==> src/rtl/csi_pkg.sv <==
// Shared definitions for the CSI packet parser: data-type codes, header byte
// offsets and the parser FSM state encoding.
package csi_pkg;

  localparam logic [5:0] DT_FS       = 6'h00;
  localparam logic [5:0] DT_FE       = 6'h01;
  localparam logic [5:0] DT_LS       = 6'h02;
  localparam logic [5:0] DT_LE       = 6'h03;
  localparam logic [5:0] DT_LONG_MIN = 6'h10;

  localparam int HDR_DI    = 0;
  localparam int HDR_WC_LO = 1;
  localparam int HDR_WC_HI = 2;
  localparam int HDR_ECC   = 3;

  typedef enum logic [1:0] {
    IDLE    = 2'd0,
    HDR     = 2'd1,
    PAYLOAD = 2'd2,
    FOOTER  = 2'd3
  } state_t;

  function automatic logic [7:0] hdr_byte(input logic [31:0] hdr, input int idx);
    return hdr[8*idx +: 8];
  endfunction

endpackage

==> src/rtl/csi_hdr_collect.sv <==
// Assembles the 4-byte packet header from 4/LANES consecutive words; the
// assembled header and done flag are valid combinationally on the final word.
module csi_hdr_collect
  import csi_pkg::*;
#(
  parameter int LANES = 2
) (
  input  logic                 clk,
  input  logic                 reset_n,
  input  logic                 clr,
  input  logic                 en,
  input  logic [8*LANES-1:0]   word,
  output logic [31:0]          hdr,
  output logic                 done
);

  localparam int WORDS = 4 / LANES;

  logic [31:0] hdr_r;
  logic [1:0]  idx_r;

  // merge the current word into the partially collected header
  always_comb begin
    hdr = hdr_r;
    for (int k = 0; k < LANES; k++) begin
      hdr[8*(int'(idx_r)*LANES + k) +: 8] = word[8*k +: 8];
    end
    done = en && (idx_r == 2'(WORDS - 1));
  end

  // word index and partial header storage
  always_ff @(posedge clk) begin
    if (!reset_n) begin
      idx_r <= 2'd0;
      hdr_r <= 32'd0;
    end else if (clr) begin
      idx_r <= 2'd0;
    end else if (en) begin
      hdr_r <= hdr;
      idx_r <= done ? 2'd0 : idx_r + 2'd1;
    end
  end

endmodule

==> src/rtl/csi_pkt_parser.sv <==
// CSI-2 style packet parser: decodes short/long packet headers, forwards
// long-packet payload of the selected virtual channel with byte enables.
module csi_pkt_parser
  import csi_pkg::*;
#(
  parameter int LANES  = 2,
  parameter int VC_SEL = 0
) (
  input  logic               clk,
  input  logic               reset_n,
  input  logic [8*LANES-1:0] din,
  input  logic               din_valid,
  output logic [8*LANES-1:0] dout,
  output logic [LANES-1:0]   dout_be,
  output logic               dout_valid,
  output logic               fr_active,
  output logic               fr_valid,
  output logic [5:0]         pkt_dt,
  output logic [15:0]        line_count,
  output logic               err_trunc
);

  localparam logic [16:0] LANE_CNT = 17'(LANES);
  localparam logic [16:0] LAST_CNT = 17'(LANES + 2);

  state_t              state_r, state_s;
  logic [16:0]         cnt_r, cnt_s;
  logic                acc_r, acc_s;
  logic                hdr_en_s, hdr_clr_s, hdr_done_s, decode_s;
  logic [31:0]         hdr_s;
  logic [5:0]          dt_s;
  logic [1:0]          vc_s;
  logic [15:0]         wc_s;
  logic                ecc_unused_s;
  logic [8*LANES-1:0]  dout_s;
  logic [LANES-1:0]    be_s;
  logic                dv_s, fr_active_s, err_s;
  logic [5:0]          pkt_dt_s;
  logic [15:0]         line_count_s;

  csi_hdr_collect #(.LANES(LANES)) u_hdr (
    .clk     (clk),
    .reset_n (reset_n),
    .clr     (hdr_clr_s),
    .en      (hdr_en_s),
    .word    (din),
    .hdr     (hdr_s),
    .done    (hdr_done_s)
  );

  assign dt_s         = hdr_byte(hdr_s, HDR_DI)[5:0];
  assign vc_s         = hdr_byte(hdr_s, HDR_DI)[7:6];
  assign wc_s         = {hdr_byte(hdr_s, HDR_WC_HI), hdr_byte(hdr_s, HDR_WC_LO)};
  // ECC is carried but never checked
  assign ecc_unused_s = ^hdr_byte(hdr_s, HDR_ECC);

  // next-state, byte counter and registered-output next values
  always_comb begin
    state_s      = state_r;
    cnt_s        = cnt_r;
    acc_s        = acc_r;
    hdr_en_s     = 1'b0;
    hdr_clr_s    = 1'b0;
    decode_s     = 1'b0;
    dout_s       = '0;
    be_s         = '0;
    dv_s         = 1'b0;
    err_s        = 1'b0;
    fr_active_s  = fr_active;
    pkt_dt_s     = pkt_dt;
    line_count_s = line_count;
    case (state_r)
      IDLE, HDR: begin
        if (din_valid) begin
          hdr_en_s = 1'b1;
          if (hdr_done_s) decode_s = 1'b1;
          else            state_s  = HDR;
        end else if (state_r == HDR) begin
          err_s     = 1'b1;
          hdr_clr_s = 1'b1;
          state_s   = IDLE;
        end else begin
          state_s = IDLE;
        end
      end
      PAYLOAD: begin
        if (din_valid) begin
          if (acc_r) begin
            dv_s   = 1'b1;
            dout_s = din;
            for (int k = 0; k < LANES; k++) begin
              be_s[k] = (cnt_r > 17'(k + 2));
            end
            if (cnt_r <= LAST_CNT) line_count_s = line_count + 16'd1;
            else                   line_count_s = line_count;
          end else begin
            dv_s = 1'b0;
          end
          if (cnt_r <= LANE_CNT) begin
            state_s = IDLE;
            cnt_s   = 17'd0;
          end else begin
            cnt_s   = cnt_r - LANE_CNT;
            state_s = ((cnt_r - LANE_CNT) <= 17'd2) ? FOOTER : PAYLOAD;
          end
        end else begin
          err_s   = 1'b1;
          state_s = IDLE;
          cnt_s   = 17'd0;
        end
      end
      FOOTER: begin
        if (din_valid) begin
          if (cnt_r <= LANE_CNT) begin
            state_s = IDLE;
            cnt_s   = 17'd0;
          end else begin
            cnt_s = cnt_r - LANE_CNT;
          end
        end else begin
          err_s   = 1'b1;
          state_s = IDLE;
          cnt_s   = 17'd0;
        end
      end
      default: begin
        state_s = IDLE;
        cnt_s   = 17'd0;
      end
    endcase

    if (decode_s) begin
      if (dt_s < DT_LONG_MIN) begin
        state_s = IDLE;
        if (dt_s == DT_FS) begin
          fr_active_s  = 1'b1;
          line_count_s = 16'd0;
        end else if (dt_s == DT_FE) begin
          fr_active_s = 1'b0;
        end else begin
          fr_active_s = fr_active;
        end
      end else begin
        acc_s = (vc_s == 2'(VC_SEL));
        cnt_s = {1'b0, wc_s} + 17'd2;
        if (acc_s) pkt_dt_s = dt_s;
        else       pkt_dt_s = pkt_dt;
        if (wc_s == 16'd0) begin
          state_s = FOOTER;
          if (acc_s) line_count_s = line_count + 16'd1;
          else       line_count_s = line_count;
        end else begin
          state_s = PAYLOAD;
        end
      end
    end else begin
      acc_s = acc_s;
    end
  end

  // state, counter and output registers
  always_ff @(posedge clk) begin
    if (!reset_n) begin
      state_r    <= IDLE;
      cnt_r      <= 17'd0;
      acc_r      <= 1'b0;
      dout       <= '0;
      dout_be    <= '0;
      dout_valid <= 1'b0;
      fr_active  <= 1'b0;
      fr_valid   <= 1'b0;
      pkt_dt     <= 6'd0;
      line_count <= 16'd0;
      err_trunc  <= 1'b0;
    end else begin
      state_r    <= state_s;
      cnt_r      <= cnt_s;
      acc_r      <= acc_s;
      dout       <= dout_s;
      dout_be    <= be_s;
      dout_valid <= dv_s;
      fr_active  <= fr_active_s;
      fr_valid   <= dv_s;
      pkt_dt     <= pkt_dt_s;
      line_count <= line_count_s;
      err_trunc  <= err_s;
    end
  end

endmodule

==> config.mk <==
export PLATFORM = sky130hd
export DESIGN_NAME = csi_pkt_parser
export DESIGN_NICKNAME = d
export VERILOG_FILES = /design/src/rtl/csi_pkg.sv /design/src/rtl/csi_hdr_collect.sv /design/src/rtl/csi_pkt_parser.sv
export SDC_FILE = /design/constraint.sdc
export NUM_CORES = 1
export LEC_CHECK = 0
export ABC_AREA = 0
export BUFFER_PORTS_ARGS = -buffer_cell sky130_fd_sc_hd__buf_2
export CAP_MARGIN = 20
export CORE_ASPECT_RATIO = 1.75
export CORE_MARGIN = 3
export CORE_UTILIZATION = 45
export DETAILED_ROUTE_END_ITERATION = 16
export SKIP_LAST_GASP = 1
export SLEW_MARGIN = 15
export SYNTH_ARGS = -nofsm -noshare
export SYNTH_HDL_FRONTEND = slang
export SYNTH_HIERARCHICAL = 1
export SYNTH_SLANG_ARGS = --single-unit
==> constraint.sdc <==
create_clock -name clk -period 6.62 [get_ports clk]
set_clock_uncertainty 0.05 [all_clocks]
set_input_delay 1.324 -clock clk [delete_from_list [all_inputs] [get_ports clk]]
set_output_delay 1.324 -clock clk [all_outputs]
set_load 0.01 [all_outputs]
==> impl_metrics.toml <==
[worst_setup_path]
timing.critical_path.to_type = "register"
arrival_ns = 4.10
startpoint_type = "input port"
critical_path_required_ns = 6.81
critical_path_peak_fanout = 11
worst-setup-path-type = "input port to register"

[timing]
timing.final.hold_violations = 0
final.setup.tns_ns = 0
final_min_period_over_clock_period_pct = 59.1
final_setup_violation_count = 0
setup_ws_ns = 2.71
fmax_mhz = 256
worst_max_slew_pin_slew_ns = 0.847
worst_hold_slack_ns = 0.409
slew-limit-headroom_pct = 43.5
min_period_ns = 3.91
rsz0062_at_grt = "false"
slew_viol_final = 0

[placed_design]
detailed_place_hpwl_mm = 8.96
port_buffers = 62
dpl_cell_area_mm2 = 0.00497
dp_worst_setup_slack_ns = 2.38
gp_congestion = 0.895

[cells_and_area]
layout-drive-gt1-share_pct = 15.9
syn2layout_area_growth_pct = 12.6
finish.net_count = 614
antenna_cells_inserted = 0
design_area_mm2 = 0.00527

[floorplan]
top_level_ports = 63
dieArea_mm2 = 0.0117
initial_utilization_pct = 46.7
die_x_um = 83.1
core.rowCount = 48
fp.dieH_um = 141
placeableCoreArea_mm2 = 0.0100

[hold_path]
hold_path.class = "register to register"

[clock_tree]
h-tree-depth = 3
insertion_delay_ns = 0.35
post_cts_hold_buffer_count = 0
clock_tree.root_cell = "clkbuf_16"
postCtsSetupBuffers = 0
cts_buffers = 9
tritoncts_clock_tree = "done"
clkSlewWorstSetupHoldPaths_ns = 0.07
postCtsResizedCells = 0
clock-sinks = 89
clock_tree.buffer_depth = 2

[detailed_routing]
drt_iter0_drc = 352
vias_per_cell = 5.93
drt-total-wl_mm = 12.3
dr_total_vias = 4246
route.detailed.drc = 0
dr.pass1.iters = 5
drtAntennaViolNets = 0
detail_route.wl_per_cell_um = 17.1

[global_routing]
grt_start_max_net_pins = 36
global_route.usage.total_pct = 21.3
number_of_global_route_vias_before_repair = 4068
antenna_found_initial = 0
grt_overflow_total = 0
grt_pass1_wl_mm = 20.6

[power_and_ir_drop]
cellPowerDensity_mw_per_mm2 = 241
switching_power_mw = 0.386
total_power_mw = 1.27
seqPwrFrac_pct = 44.5
leakage_power_nw = 2.22
p_clk_share_pct = 39.6
power.ir.vdd_worst_mv = 0.174
power.share.combinational_pct = 16.0
cell_internal_pwr_mw = 0.883
swShare_pct = 30.4

[job]
max_cap_viol_count = 0

[synth]
synth_area_mm2 = 0.00468
ys_warn_count = 6
synth.net_count = 573
synthesis.instances = 545
postSynthAreaPerCell_um2 = 8.59

[status]
run_status = "finished clean"
-- worst paths after layout --
path	startpoint	end	slack, ns	cells after the start
max	din_valid	line_count[8]$_SDFFE_PN0P_	2.71	10
min	acc_r$_SDFFE_PN0P_	acc_r$_SDFFE_PN0P_	0.41	2
max reg2reg	u_hdr/idx_r[0]$_SDFFE_PP0P_	line_count[8]$_SDFFE_PN0P_	2.76	10
min reg2reg	acc_r$_SDFFE_PN0P_	acc_r$_SDFFE_PN0P_	0.41	2
-- through the flow --
step / cells / utilization, %
after detailed placement: 700 / 49.6
after CTS: 716 / 52.5
after global placement: 700 / 49.6
after global routing: 716 / 52.5
final: 716 / 52.5
after floorplan: 545 / -
-- power groups by stage --
stage | clock network, mW | registers (mW) | logic (mW)
final | 0.502 | 0.564 | 0.202
after global placement | 0 | 0.576 | 0.198
after detailed placement | 0 | 0.576 | 0.201
after CTS | 0.519 | 0.564 | 0.202
after floorplan | 0 | 0.571 | 0.156
after global routing | 0.539 | 0.566 | 0.226
-- sequential cells by signal, indices dropped and copies added (netlist names) --
name,flops
acc_r,1
cnt_r,17
dout,16
dout_be,2
err_trunc,1
fr_active,1
fr_valid,1
line_count,16
pkt_dt,6
state_r,2
u_hdr/hdr_r,24
u_hdr/idx_r,2
-- cells in the final DEF (no fill, tap or decap), drive strengths merged, types with 8 or more instances in the layout --
cell type,instances
dfxtp,89
buf,63
nand2,41
inv,41
o21ai,34
nor2,28
and3,25
a21oi,25
a22o,24
nand3,23
xnor2,14
nor4,14
or3,11
o22ai,10
or4,10
nor3,10
ha,9
clkbuf,9
mux2i,8
-- area by class of cell --
class	count	area [um2]
Fill cell	961	4760
Multi-Input combinational cell	386	2580
Sequential cell	89	1780
Timing Repair Buffer	63	318
Clock buffer	9	225
Tap cell	125	156
Inverter	37	139
Clock inverter	7	70.1
-- worst max-delay path: stages --
cell,delay [ns]
buf_2,0.20
inv_1,0.10
nor2_1,0.38
nand2_2,0.15
inv_1,0.14
nand3b_4,0.11
or4_4,0.59
o22ai_1,0.68
a31oi_1,0.18
a41o_1,0.24
-- layer usage --
metal | up-vias | global-route usage, % | part of all wire, %
li1 | 2098 | - | -
met1 | 2004 | 24.7 | 41
met2 | 119 | 39.3 | 54
met3 | 25 | 3.74 | 4.0
met4 | 0 | 6.63 | 1.6
met5 | - | 0 | 0
Note: power is estimated with default switching activity, not from simulation.
